[src/rtl/parking_pkg.sv]
// Shared definitions for the parking-meter emulator and its receiver:
// FSM state encoding, default bounce length and JB bit positions.
package parking_pkg;

  typedef enum logic [2:0] {
    ST_IDLE       = 3'd0,
    ST_WAIT_ARR   = 3'd1,
    ST_BOUNCE_IN  = 3'd2,
    ST_PARKED     = 3'd3,
    ST_BOUNCE_OUT = 3'd4,
    ST_FINISH     = 3'd5
  } emu_state_e;

  localparam int BOUNCE_TICKS_DEFAULT = 4;
  localparam int JB_W                 = 8;
  localparam int OCC_BIT              = 0;
  localparam int BUSY_BIT             = 1;

endpackage

[src/rtl/sensor_emulator_tick_counter.sv]
// W-bit tick counter with synchronous clear and an equality hit flag.
// Clear wins over increment so the count never runs past the compare value.
module tick_counter #(
  parameter int W = 16
) (
  input  logic         clk,
  input  logic         rst,
  input  logic         clr,
  input  logic         inc,
  input  logic [W-1:0] cmp,
  output logic         hit
);

  logic [W-1:0] count_r;

  // Count tick strobes, cleared by reset or by the owning FSM.
  always_ff @(posedge clk) begin
    if (rst) begin
      count_r <= '0;
    end else if (clr) begin
      count_r <= '0;
    end else if (inc) begin
      count_r <= count_r + W'(1);
    end else begin
      count_r <= count_r;
    end
  end

  assign hit = (count_r == cmp);

endmodule

[src/rtl/sensor_emulator.sv]
// Scripted arrive/dwell/depart occupancy waveform on JB, timed in tick units,
// with optional contact bounce on both edges.
module sensor_emulator
  import parking_pkg::*;
#(
  parameter int W            = 16,
  parameter int BOUNCE_TICKS = BOUNCE_TICKS_DEFAULT
) (
  input  logic            clk,
  input  logic            rst,
  input  logic            tick,
  input  logic            start,
  input  logic            abort,
  input  logic [W-1:0]    arrive_delay,
  input  logic [W-1:0]    dwell,
  input  logic            bounce_en,
  output logic [JB_W-1:0] JB,
  output logic            busy,
  output logic            done
);

  emu_state_e      state_r;
  logic [W-1:0]    delay_r;
  logic [W-1:0]    dwell_r;
  logic            bounce_r;
  logic            occ_r;
  logic            busy_r;
  logic            done_r;
  logic            clr_s;
  logic            hit_s;
  logic [W-1:0]    cmp_s;
  logic [JB_W-1:0] jb_s;

  // Select what the shared counter is compared against in each phase.
  always_comb begin
    cmp_s = '0;
    case (state_r)
      ST_WAIT_ARR:                 cmp_s = delay_r;
      ST_PARKED:                   cmp_s = dwell_r;
      ST_BOUNCE_IN, ST_BOUNCE_OUT: cmp_s = W'(BOUNCE_TICKS);
      default:                     cmp_s = '0;
    endcase
  end

  // Hold the counter at zero outside timed phases and restart it on every phase change.
  always_comb begin
    clr_s = 1'b0;
    if (abort || hit_s || (state_r == ST_IDLE) || (state_r == ST_FINISH)) begin
      clr_s = 1'b1;
    end else begin
      clr_s = 1'b0;
    end
  end

  tick_counter #(.W(W)) u_tick_counter (
    .clk (clk),
    .rst (rst),
    .clr (clr_s),
    .inc (tick),
    .cmp (cmp_s),
    .hit (hit_s)
  );

  // Sequence FSM with operand latches and registered occupancy/busy/done.
  always_ff @(posedge clk) begin
    if (rst) begin
      state_r  <= ST_IDLE;
      delay_r  <= '0;
      dwell_r  <= '0;
      bounce_r <= 1'b0;
      occ_r    <= 1'b0;
      busy_r   <= 1'b0;
      done_r   <= 1'b0;
    end else if (abort) begin
      state_r <= ST_IDLE;
      occ_r   <= 1'b0;
      busy_r  <= 1'b0;
      done_r  <= 1'b0;
    end else begin
      done_r <= 1'b0;
      case (state_r)
        ST_IDLE: begin
          occ_r <= 1'b0;
          if (start) begin
            delay_r  <= arrive_delay;
            dwell_r  <= dwell;
            bounce_r <= bounce_en;
            busy_r   <= 1'b1;
            state_r  <= ST_WAIT_ARR;
          end else begin
            busy_r <= 1'b0;
          end
        end
        ST_WAIT_ARR: begin
          if (hit_s) begin
            occ_r   <= 1'b1;
            state_r <= bounce_r ? ST_BOUNCE_IN : ST_PARKED;
          end else begin
            occ_r <= 1'b0;
          end
        end
        ST_BOUNCE_IN: begin
          // The settle edge forces the final level regardless of toggle parity.
          if (hit_s) begin
            occ_r   <= 1'b1;
            state_r <= ST_PARKED;
          end else if (tick) begin
            occ_r <= ~occ_r;
          end else begin
            occ_r <= occ_r;
          end
        end
        ST_PARKED: begin
          if (hit_s) begin
            occ_r   <= 1'b0;
            state_r <= bounce_r ? ST_BOUNCE_OUT : ST_FINISH;
          end else begin
            occ_r <= 1'b1;
          end
        end
        ST_BOUNCE_OUT: begin
          if (hit_s) begin
            occ_r   <= 1'b0;
            state_r <= ST_FINISH;
          end else if (tick) begin
            occ_r <= ~occ_r;
          end else begin
            occ_r <= occ_r;
          end
        end
        ST_FINISH: begin
          occ_r   <= 1'b0;
          busy_r  <= 1'b0;
          done_r  <= 1'b1;
          state_r <= ST_IDLE;
        end
        default: begin
          occ_r   <= 1'b0;
          busy_r  <= 1'b0;
          state_r <= ST_IDLE;
        end
      endcase
    end
  end

  // Assemble the Pmod byte; unused pins stay low.
  always_comb begin
    jb_s           = '0;
    jb_s[OCC_BIT]  = occ_r;
    jb_s[BUSY_BIT] = busy_r;
  end

  assign JB   = jb_s;
  assign busy = busy_r;
  assign done = done_r;

endmodule

[config.mk]
export PLATFORM = sky130hd
export DESIGN_NAME = sensor_emulator
export DESIGN_NICKNAME = d
export VERILOG_FILES = /design/src/rtl/parking_pkg.sv /design/src/rtl/sensor_emulator_tick_counter.sv /design/src/rtl/sensor_emulator.sv
export SDC_FILE = /design/constraint.sdc
export NUM_CORES = 1
export LEC_CHECK = 0
export CAP_MARGIN = 20
export CORE_UTILIZATION = 50
export CTS_CLUSTER_SIZE = 16
export DETAILED_ROUTE_END_ITERATION = 8
export PLACE_DENSITY_LB_ADDON = 0.15
export SETUP_SLACK_MARGIN = 0.3
export SLEW_MARGIN = 20
export SYNTH_ARGS = -nofsm -noshare
export SYNTH_HDL_FRONTEND = slang
export SYNTH_HIERARCHICAL = 1
export SYNTH_SLANG_ARGS = --single-unit
[constraint.sdc]
create_clock -name clk -period 5.8 [get_ports clk]
set_input_delay 1.74 -clock clk [delete_from_list [all_inputs] [get_ports clk]]
set_output_delay 1.74 -clock clk [all_outputs]
set_load 0.005 [all_outputs]
### Yosys cells after proc, flatten, opt, wreduce, memory -nomap -nowiden

Cells that the tools add are included.

* flip-flop bits (word level): 55
* bits of input ports: 38
* logic and storage cells: 51

* add/sub/neg operators: 1
* equality and inequality tests: 11
* muxes and demuxes: 19
* bitwise logic cells: 2
* reduce and logical (&&, ||, !) cells: 10

Operator list (count)
* one-hot mux 16 bit (3 select lines): 1
* adder 16 x 1 -> 16 bit, second input constant: 1
* equality test 16 bit: 1
* two-way mux 3 bit: 5
* one-hot mux 3 bit (5 select lines): 1
* two-way mux 1 bit: 10
* != test 2 bit, second input constant: 5
* equality test 3 x 2 -> 1 bit, second input constant: 2
* equality test 3 bit, second input constant: 2
* OR reduction 2 bit: 3
* AND reduction 5 bit: 1
* one-hot mux 1 bit (4 select lines): 1
* OR reduction 4 bit: 1
* equality test 3 x 1 -> 1 bit, second input constant: 1
* logical NOT 3 bit: 1
* logical OR 1 bit: 3
* AND reduction 3 bit: 1
* NOT 1 bit: 2
* one-hot mux 1 bit (2 select lines): 1

### Depth between registers and ports, before layout

* depth after elaboration: 9
* gate-level depth with buffers: 15

### Cells and area by module

The synthesis kept the hierarchy.

Modules (own cells, without submodules)
* sensor_emulator: instances 1, cells each 239, area an instance 1975.6 um^2
* tick_counter: instances 1, cells each 100, area an instance 904.6 um^2

### Worst setup path before layout

No wires, ideal clock.

* path kind: reg2reg
* start point: reg state_r[1]
* end point: reg u_tick_counter.count_r[0]
* arrival: 2.632 ns
* data required time: 5.672 ns
* path slack: 3.041 ns
* cell stages (with the launch flop): 15
* buffers on the path: 5
* cell sequence: dfxtp_1 buf_6 buf_2 buf_2 mux2i_1 nor2_1 xnor2_1 nand4_1 nor4_1 clkbuf_1 nor2_1 o21ai_0 or2_2 clkbuf_1 nor2_1

* longest elaborated chain between the ends: 9

RTL lines
* start, declared: RTL line sensor_emulator.sv:22 `emu_state_e state_r;`
* start signal, assigned: RTL line sensor_emulator.sv:97 `state_r <= bounce_r ? ST_BOUNCE_IN : ST_PARKED;`
* start signal, assigned: RTL line sensor_emulator.sv:116 `state_r <= bounce_r ? ST_BOUNCE_OUT : ST_FINISH;`
* equality test 3 bit or equality test 3 x 2 -> 1 bit (tied branches): RTL line sensor_emulator.sv:37 `case (state_r)`
* OR reduction 2 bit: RTL line sensor_emulator.sv:37
* one-hot mux 16 bit (3 select lines) (*): RTL line sensor_emulator.sv:37
* named net cmp_s[8]: RTL line sensor_emulator.sv:31 `logic [W-1:0] cmp_s;`
* equality test 16 bit (*): RTL line sensor_emulator_tick_counter.sv:29 `assign hit = (count_r == cmp);`
* named net hit_s: RTL line sensor_emulator.sv:30 `logic hit_s;`
* logical OR 1 bit (*) (3 in a row): RTL line sensor_emulator.sv:48 `if (abort || hit_s || (state_r == ST_IDLE) || (state_r == ST_FINISH)) begin`
* two-way mux 1 bit (*): RTL line sensor_emulator.sv:48
* named net clr_s: RTL line sensor_emulator.sv:29 `logic clr_s;`
* OR reduction 2 bit (no source line) (*)
* end signal, assigned: RTL line sensor_emulator_tick_counter.sv:23 `count_r <= count_r + W'(1);`
* end signal, assigned: RTL line sensor_emulator_tick_counter.sv:25 `count_r <= count_r;`
* end, declared: RTL line sensor_emulator_tick_counter.sv:14 `logic [W-1:0] count_r;`

Mark *: on every way through the listed nets, which the timed path passes. The rest lies on a longest branch.
A chain may end at the register's enable or synchronous reset.

### Final worst setup path

* start point: reg state_r[2]
* end point: reg u_tick_counter.count_r[15]

Same word-level chain as after synthesis.

==> flow_metrics.py <==
metrics = {
    "synth": {
        "synthesis_stage_register_bit_count": 55,
        "synth_enable_flop_cells": 0,
        "mappedNetlistArea_mm2": 0.00288,
        "synth_ff_type": "dfxtp_1",
        "post_synth_main_area_contributors": "dfxtp_1, mux2i_1, nand3_1",
        "synth_seq_area_share_pct": 38.2,
        "most_numerous_cell_in_the_yosys_netlist": "dfxtp_1",
        "yosys.area.top_type": "dfxtp_1",
        "synthDistinctLibCells": 44,
        "most_numerous_cell_types_in_the_synthesized_netlist": "dfxtp_1, nand3_1, a21oi_1",
        "synthesis.yosys.warnings": 6,
        "synth_cells": 339,
        "postSynth.asyncResetShare_pct": 0,
        "syn-mean-instance-area_um2": 8.50,
        "share_of_yosys_cell_area_claimed_by_the_top_area_cell_type_pct": 38.2,
    },
    "setup_path": {
        "critical_path_required_ps": 6010,
        "timing.critical_path.from_type": "flop",
        "critical-path-top-cell-by-count": "nor2_1",
        "critical_path_class": "reg -> reg",
        "chain_of_cells_forming_the_critical_path": "nand2b_1 -> nor2_1 -> xnor2_1 -> nand4_1 -> nor4_2 -> nor2_1 -> o21ai_0 -> or2_2 -> nor2_1 -> a41o_1",
        "crit_fanout": 48,
        "cp.depth": 10,
        "endpoint_kind": "flop",
        "max_stage_delay_ps": 980,
        "path_delay_family": "simple AND/OR/NAND/NOR gates",
        "worst-path-buf-inv": 0,
        "worstPathArrival_ps": 3850,
        "ff2ff_path_depth": 10,
        "crit_slowest_cell": "dfxtp_2",
    },
    "sta": {
        "setup-violations-final": 0,
        "max_slew_margin_pct": 34.9,
        "final_hold_viol_count": 0,
        "finalHoldWorstSlack_ps": 464,
        "tns_ps": 0,
        "worst_pin_slew_ps": 976,
        "final_max_slew_viol_count": 0,
        "period_share_pct": 62.8,
        "layout_min_cycle_time_ps": 3640,
        "finalClockSkew_ps": 10.7,
        "unrepaired_setup_endpoints_after_global_routing": "no",
        "max_freq_mhz": 275,
    },
    "global_route": {
        "grt_pass1_wl_um": 10400,
        "gr-total-overflow": 0,
        "groute.usage.overall_pct": 21.2,
        "pin_count_of_the_biggest_net_entering_global_routing": 49,
        "grt_pass1_vias": 2208,
        "grt_antenna_before_repair": 0,
    },
    "min_path": {
        "timing.hold.worst.class": "reg -> reg",
        "min_path_cells": 2,
    },
    "drt": {
        "totalWireLength_um": 6140,
        "drt-pass1-iter-count": 4,
        "drt-wirelength-per-cell_um": 14.2,
        "antenna_left": 0,
        "drt_first_iter_violations": 128,
        "dr_total_vias": 2415,
        "route.detailed.drc": 0,
        "detail_route.vias_per_cell": 5.58,
    },
    "job": {
        "maxCapViolations": 0,
    },
    "cells_and_area": {
        "antenna_cells": 0,
        "areaGrowthSynthToFinish_pct": 16.2,
        "finalNetCount": 399,
        "fin_util_pct": 60.4,
        "drive_above_1_share_pct": 9.70,
        "fillers": 516,
    },
    "cts": {
        "cts.repair_timing.setup_buffer_count": 0,
        "clock-root-buffer": "clkbuf_8",
        "clock_latency_ps": 310,
        "cts.repair.resized": 0,
        "clock-sinks": 55,
        "cts_tree": "yes",
        "max-clock-path-buffers": 2,
        "ctsHtreeMaxLevel": 2,
        "clk_transition_reported_paths_ps": 100,
        "holdBufCountCts": 0,
        "numCtsBuffers": 5,
    },
    "floorplanning": {
        "core_area_mm2": 0.00554,
        "die_area_mm2": 0.00607,
        "floorplan.die.height_um": 77.9,
        "die_x_um": 77.9,
        "fp-row-count": 27,
        "design.portCount": 48,
        "floorplan.initialDensity_pct": 52.0,
    },
    "placed_design": {
        "place.gp.congestion": 0.777,
        "detailedPlacementHpwl_um": 4180,
        "io_buffers": 41,
    },
    "outcome": {
        "status": "complete, no violations",
    },
    "power": {
        "power_density_mw_per_mm2": 225,
        "ir_worst_vdd_uv": 119,
        "power.leakage_nw": 1.08,
    },
}
kinds of logic (layout without fill, tap and decap cells):
logic type	count (synthesis)	in the layout	share of synthesized area, %
DFF	55	55	38.2
and+or+nand+nor	117	117	21.5
adders and majority gates	1	1	0.434
xor gates and xnor gates	30	30	9.12
muxes	20	20	6.95
other	1	6	0.130
AOI/OAI and AO/OA	79	79	16.0
buffers and inverters	36	53	7.65
cells in the final DEF (no fill, tap or decap), types with 10 or more instances in the layout:
cell / Yosys / layout
a21oi_1: 35 / 35
clkdlybuf4s50_1: 0 / 41
dfxtp_1: 55 / 54
mux2i_1: 20 / 20
nand3_1: 37 / 37
nand4_1: 10 / 10
nor2_1: 32 / 31
o21ai_1: 19 / 19
o21ai_2: 11 / 11
xnor2_1: 21 / 21
flip-flops by register name, summed over array words and instances (netlist names):
name                    cells
done                        1
u_tick_counter/count_r     16
occ_r                       1
delay_r                    16
busy                        1
bounce_r                    1
dwell_r                    16
state_r                     3
layer usage:
| layer | track usage (%) | routed length [um] |
|---|---|---|
| met2 | 33.4 | 2760 |
| met3 | 4.47 | 285 |
| met5 | 0 | 0 |
| met1 | 29.5 | 3020 |
| met4 | 5.00 | 74 |
area by class of cell:
type / instances / area [um^2] / share of cell area (%)
Sequential cell: 55 / 1100 / 32.9
Tap cell: 72 / 90.1 / 2.69
Clock inverter: 3 / 46.3 / 1.38
Multi-Input combinational cell: 253 / 1590 / 47.6
Timing Repair Buffer: 45 / 448 / 13.4
Clock buffer: 5 / 68.8 / 2.06
metrics by stage:
stage	power, mW	area [um^2]	setup slack [ps]	cells
after floorplan	0.468	2900	3040	344
after global placement	0.499	3210	2010	424
after detailed placement	0.501	3210	1910	424
after CTS	0.760	3330	1880	432
after global routing	0.790	3350	1740	433
final	0.755	3350	2160	433
worst min-delay path: stages, from the launching register on:
cell     delay, ps
dfxtp_1        330
o21ai_2         50
a21oi_1         50
where the power goes:
group	switching, mW	internal, mW
Sequential	0.00850	0.390
Combinational	0.0479	0.0481
Clock	0.130	0.130
Total	0.186	0.568
worst paths after layout:
check | from | endpoint | slack, ps
worst max-delay path | state_r[2]$_SDFFE_PP0P_ | u_tick_counter/count_r[15]$_SDFFE_PP0P_ | 2160
worst min-delay path | dwell_r[4]$_SDFFE_PP0P_ | dwell_r[4]$_SDFFE_PP0P_ | 460
worst max register to register | state_r[2]$_SDFFE_PP0P_ | u_tick_counter/count_r[15]$_SDFFE_PP0P_ | 2160
worst min register to register | dwell_r[4]$_SDFFE_PP0P_ | dwell_r[4]$_SDFFE_PP0P_ | 460
(Power assumes the default switching activity.)
